### src/rtl/uart_tx_fifo.sv
// Buffered UART transmitter: word FIFO with valid/ready push, run-time parity,
// parametrised data width and stop bits. Frames go out back-to-back while words are queued.
module uart_tx_fifo #(
    parameter int cycles_per_bit = 4,
    parameter int data_bits      = 8,
    parameter int stop_bits      = 1,
    parameter int fifo_depth     = 4
) (
    input  logic                               clk,
    input  logic                               rst_n,
    input  logic [data_bits-1:0]               i_data,
    input  logic                               i_req,
    input  logic [1:0]                         i_parity,
    output logic                               o_cts,
    output logic                               o_serial,
    output logic                               o_idle,
    output logic [$clog2(fifo_depth+1)-1:0]    o_count
);

    localparam int PTR_W = $clog2(fifo_depth);
    localparam int CNT_W = $clog2(fifo_depth + 1);
    localparam int CYC_W = $clog2(cycles_per_bit);
    localparam int BIT_W = 4;

    localparam logic [CNT_W-1:0] FULL      = CNT_W'(fifo_depth);
    localparam logic [CYC_W-1:0] CYC_LOAD  = CYC_W'(cycles_per_bit - 1);
    localparam logic [BIT_W-1:0] DATA_LOAD = BIT_W'(data_bits - 1);
    localparam logic [BIT_W-1:0] STOP_LOAD = BIT_W'(stop_bits - 1);

    typedef enum logic [2:0] {
        S_IDLE,
        S_START,
        S_DATA,
        S_PARITY,
        S_STOP
    } state_t;

    function automatic logic parity_bit(input logic [data_bits-1:0] d, input logic [1:0] mode);
        case (mode)
            2'b01:   return ^d;
            2'b10:   return ~(^d);
            default: return 1'b1;
        endcase
    endfunction

    logic [data_bits-1:0] mem [fifo_depth];
    logic [PTR_W-1:0]     wr_ptr_q, wr_ptr_d;
    logic [PTR_W-1:0]     rd_ptr_q, rd_ptr_d;
    logic [CNT_W-1:0]     count_q, count_d;

    state_t               state_q, state_d;
    logic [CYC_W-1:0]     cyc_q, cyc_d;
    logic [BIT_W-1:0]     bit_q, bit_d;
    logic                 serial_q, serial_d;

    logic [data_bits-1:0] shift_q, shift_d;
    logic                 par_en_q, par_en_d;
    logic                 par_q, par_d;

    logic                 push;
    logic                 pop;
    logic                 start_frame;
    logic                 bit_done;
    logic [data_bits-1:0] head;

    assign o_cts    = (count_q != FULL);
    assign o_count  = count_q;
    assign o_serial = serial_q;
    assign o_idle   = (count_q == '0) && (state_q == S_IDLE);

    assign push     = i_req && o_cts;
    assign head     = mem[rd_ptr_q];
    assign bit_done = (cyc_q == '0);

    always_comb begin
        wr_ptr_d = push ? wr_ptr_q + PTR_W'(1) : wr_ptr_q;
        rd_ptr_d = pop  ? rd_ptr_q + PTR_W'(1) : rd_ptr_q;
        count_d  = count_q;
        case ({push, pop})
            2'b10:   count_d = count_q + CNT_W'(1);
            2'b01:   count_d = count_q - CNT_W'(1);
            default: count_d = count_q;
        endcase
    end

    always_comb begin
        state_d     = state_q;
        cyc_d       = cyc_q;
        bit_d       = bit_q;
        serial_d    = serial_q;
        shift_d     = shift_q;
        par_en_d    = par_en_q;
        par_d       = par_q;
        pop         = 1'b0;
        start_frame = 1'b0;

        case (state_q)
            S_IDLE: begin
                serial_d    = 1'b1;
                start_frame = (count_q != '0);
            end
            S_START: begin
                if (bit_done) begin
                    state_d  = S_DATA;
                    cyc_d    = CYC_LOAD;
                    bit_d    = DATA_LOAD;
                    serial_d = shift_q[0];
                end else begin
                    cyc_d = cyc_q - CYC_W'(1);
                end
            end
            S_DATA: begin
                if (!bit_done) begin
                    cyc_d = cyc_q - CYC_W'(1);
                end else if (bit_q != '0) begin
                    cyc_d    = CYC_LOAD;
                    bit_d    = bit_q - BIT_W'(1);
                    shift_d  = shift_q >> 1;
                    serial_d = shift_q[1];
                end else if (par_en_q) begin
                    state_d  = S_PARITY;
                    cyc_d    = CYC_LOAD;
                    serial_d = par_q;
                end else begin
                    state_d  = S_STOP;
                    cyc_d    = CYC_LOAD;
                    bit_d    = STOP_LOAD;
                    serial_d = 1'b1;
                end
            end
            S_PARITY: begin
                if (bit_done) begin
                    state_d  = S_STOP;
                    cyc_d    = CYC_LOAD;
                    bit_d    = STOP_LOAD;
                    serial_d = 1'b1;
                end else begin
                    cyc_d = cyc_q - CYC_W'(1);
                end
            end
            S_STOP: begin
                serial_d = 1'b1;
                if (!bit_done) begin
                    cyc_d = cyc_q - CYC_W'(1);
                end else if (bit_q != '0) begin
                    cyc_d = CYC_LOAD;
                    bit_d = bit_q - BIT_W'(1);
                end else if (count_q != '0) begin
                    start_frame = 1'b1;
                end else begin
                    state_d = S_IDLE;
                end
            end
            default: state_d = S_IDLE;
        endcase

        // A new frame latches the head word and the parity mode in force right now.
        if (start_frame) begin
            pop      = 1'b1;
            state_d  = S_START;
            cyc_d    = CYC_LOAD;
            serial_d = 1'b0;
            shift_d  = head;
            par_en_d = (i_parity != 2'b00);
            par_d    = parity_bit(head, i_parity);
        end
    end

    always_ff @(posedge clk or negedge rst_n) begin
        if (!rst_n) begin
            wr_ptr_q <= '0;
            rd_ptr_q <= '0;
            count_q  <= '0;
            state_q  <= S_IDLE;
            cyc_q    <= '0;
            bit_q    <= '0;
            serial_q <= 1'b1;
        end else begin
            wr_ptr_q <= wr_ptr_d;
            rd_ptr_q <= rd_ptr_d;
            count_q  <= count_d;
            state_q  <= state_d;
            cyc_q    <= cyc_d;
            bit_q    <= bit_d;
            serial_q <= serial_d;
        end
    end

    // Payload storage carries no reset; control state guards every read of it.
    always_ff @(posedge clk) begin
        if (push) begin
            mem[wr_ptr_q] <= i_data;
        end
        shift_q  <= shift_d;
        par_en_q <= par_en_d;
        par_q    <= par_d;
    end

endmodule

### config.mk
export PLATFORM = sky130hd
export DESIGN_NAME = uart_tx_fifo
export DESIGN_NICKNAME = d
export VERILOG_FILES = /design/src/rtl/uart_tx_fifo.sv
export SDC_FILE = /design/constraint.sdc
export NUM_CORES = 1
export LEC_CHECK = 0
export CORE_MARGIN = 4
export CORE_UTILIZATION = 45
export CTS_CLUSTER_DIAMETER = 30
export CTS_CLUSTER_SIZE = 40
export DETAILED_ROUTE_END_ITERATION = 12
export HOLD_SLACK_MARGIN = 0.12
export SLEW_MARGIN = 20
export SYNTH_ARGS = -nofsm -noshare
export SYNTH_HDL_FRONTEND = slang
export SYNTH_SLANG_ARGS = --single-unit
### constraint.sdc
create_clock -name clk -period 3 [get_ports clk]
set_input_delay 0.6 -clock clk [delete_from_list [all_inputs] [get_ports clk]]
set_output_delay 0.6 -clock clk [all_outputs]
set_load 0.01 [all_outputs]
==> metrics.yaml <==
yosys:
  synthDistinctLibCells: 43
  proportion_of_synthesized_chip_area_in_sequential_cells_pct: 59.8
  synth-async-reset-ratio_pct: 28.8
  synth-edff-count: 42
  post_synth.cell_area_avg_um2: 13.6
  postSynthNetCount: 233
  synth.ff_latch_count: 59
  combined_area_of_all_synthesized_cells_um2: 2820
  ys.flop_type: "edfxtp_1"
  synth-warning-count: 0
  synth_instances: 208
critical_path:
  worst_r2r_path_depth: 10
  rr_endpoint: "o_count[2]$_DFFE_PN0P_"
  nature_of_the_critical_path_startpoint: "register"
  timing.critical_path.fanout_max: 13
  critical_path_class: "reg2out"
  ff2ff_setup_slack_ns: 0.66
  worstPathCellList: "nor2_1 > and3_1 > clkdlybuf4s50_1"
  arrival_ns: 1.92
  timing.critical_path.to_type: "output pin"
  crit_required_ns: 2.40
  critical-path-slowest-cell: "clkdlybuf4s50_1"
  cp_slowest_stage_delay_ns: 0.55
  worst_path_dominant_cell_family: "buffers and inverters"
  timing.rr.start: "cyc_q[0]$_DFFE_PN0P_"
  timing.critical_path.buf_inv: 1
placed_design:
  port-buffer-count: 18
  post-dp-hpwl_um: 3500
  place_area_um2: 3070
  place_congestion: 0.896
route:
  vias: 1705
  dr.pass1.iters: 4
  detail_route.iter0.violations: 102
  detail_route.wirelength_um: 4930
  avgRoutedWirePerCell_um: 15.8
  post_drt_antenna_nets: 0
  vias_per_cell: 5.46
  drc: 0
die:
  fp.dieArea_um2: 7610
  dieWidth_um: 87.2
  design.core.area_um2: 5990
  io-pin-count: 19
  die_height_um: 87.2
  placementRows: 28
  initial_core_util_pct: 47.1
min_path:
  hold_path_end: "cyc_q[0]$_DFFE_PN0P_"
  worst_hold_startpoint: "cyc_q[0]$_DFFE_PN0P_"
  whs_path_depth: 1
  timing.hold.worst.class: "reg2reg"
cts:
  cts_post_setup_buffers_inserted: 0
  cts_hold_repair.buffers: 0
  postCtsResizedCells: 0
  clock_path_buffers: 2
  tritoncts: "built"
  root_buffer: "clkbuf_8"
  cts_sinks: 59
  clock_latency_ns: 0.33
  htree_levels: 3
  cts_inserted_buffers: 9
  clk_pin_slew_worst_paths_ns: 0.06
finish:
  layout.cells.most_common_list: "edfxtp_1 (42), inv_1 (18), clkdlybuf4s50_1 (18)"
  final_core_occ_pct: 54.3
  area_overhead_of_the_layout_relative_to_synthesis_pct: 15.2
  final_cell_area_um2: 3250
  finalNetCount: 257
  layout_commonest_cell: "edfxtp_1"
  drive_gt1_share_pct: 15.2
  antenna_cells: 0
sta:
  unrepaired_setup_endpoints_after_global_routing: "false"
  final_max_slew_viol_count: 0
  worst_slew_pin_slew_ns: 0.806
  timing.final.crit_period_ns: 2.52
  final.period_utilization_pct: 84.1
  fin_setup_tns_ns: 0
  worst_hold_slack_ns: 0.481
  timing.max_slew.rel_slack_pct: 46.1
  timing.final.hold_violations: 0
  final-setup-viol-count: 0
  worst_clock_skew_ns: 0.00705
  maximum_achievable_frequency_mhz: 396
global_routing:
  overflow: 0
  first_global_vias: 1725
  track_usage_pct: 14.8
  grt_antenna_before_repair: 0
  wire_length_of_the_first_global_routing_pass_um: 8290
  grt_start_max_net_pins: 18
power:
  static-leakage-power_nw: 1.25
  power_density_nw_per_um2: 1130
  largest_vdd_supply_drop_uv: 462
run:
  cap_violations: 0
status:
  run_status: "finished, final reports clean"
cell usage after synthesis, drive strengths merged, types with 2 or more instances:
cell type	number	share of area (%)
dfrtp	16	14
or3b	2	0.62
nor2b	3	0.66
nand2	7	0.93
a21oi	11	1.9
mux2i	2	0.71
a21o	2	0.53
edfxtp	42	45
inv	18	2.4
mux4	8	6.4
mux2	7	2.8
and3	6	1.3
nor3	3	0.53
o21ai	11	1.9
xnor2	10	3.1
o22ai	2	0.44
clkbuf	4	0.89
nand2b	2	0.44
buf	3	0.71
and2	2	0.44
xor2	3	0.93
nor2	13	1.7
a2bb2oi	3	0.93
a2111oi	2	0.62
ha	11	4.9
cells by family (layout without fill, tap and decap cells):
logic type	Yosys count	count (layout)	synth area share (%)
xor gates and xnor gates	13	13	4.03
muxes	17	17	9.88
and+or+nand+nor	44	44	8.20
DFF	59	59	59.8
adders and majority gates	12	12	5.58
buffers and inverters	25	54	3.99
AOI/OAI and AO/OA	38	38	8.55
stage by stage:
stage,worst slack [ns],cells,power (mW)
after floorplan,0.406,208,2.63
after global placement,0.632,296,2.97
after detailed placement,0.528,296,3.03
after CTS,0.479,312,3.72
after global routing,0.357,312,3.97
final,0.476,312,3.67
per-layer routing:
layer | wire length (um) | up-vias | GRT usage, %
li1 | - | 809 | -
met1 | 2230 | 844 | 19.5
met2 | 2320 | 40 | 22.2
met3 | 257 | 12 | 4.64
met4 | 116 | 0 | 7.39
met5 | 0 | - | 0
final cells by class:
type,instances,area [um2]
Fill cell,497,2740
Sequential cell,59,1690
Multi-Input combinational cell,124,1020
Timing Repair Buffer,20,195
Clock buffer,10,128
Tap cell,75,93.8
Inverter,18,67.6
Clock inverter,6,56.3
report_power, final:
group          internal [mW]  switching, mW
Sequential              1.23          0.238
Clock                  0.376          0.301
Combinational          0.780          0.750
how the worst max path moves through the flow:
stage,from,end,slack (ns),cells past startpoint
4_1_cts,state_q[1]$_DFFE_PN0P_,o_idle,0.48,3
2_1_floorplan,cyc_q[0]$_DFFE_PN0P_,o_count[2]$_DFFE_PN0P_,0.41,12
5_1_grt,state_q[1]$_DFFE_PN0P_,o_idle,0.36,3
6_report,state_q[1]$_DFFE_PN0P_,o_idle,0.48,3
3_5_place_dp,i_req,o_count[2]$_DFFE_PN0P_,0.53,9
3_3_place_gp,i_req,o_count[2]$_DFFE_PN0P_,0.63,9
sequential cells by signal, summed over array words and instances (netlist names):
register and flops:
state_q 3, rd_ptr_q 2, o_count 3, o_serial 1
mem 32, bit_q 4, par_en_q 1, cyc_q 2
par_q 1, shift_q 8, wr_ptr_q 2
Note: power is estimated with default switching activity, not from simulation.
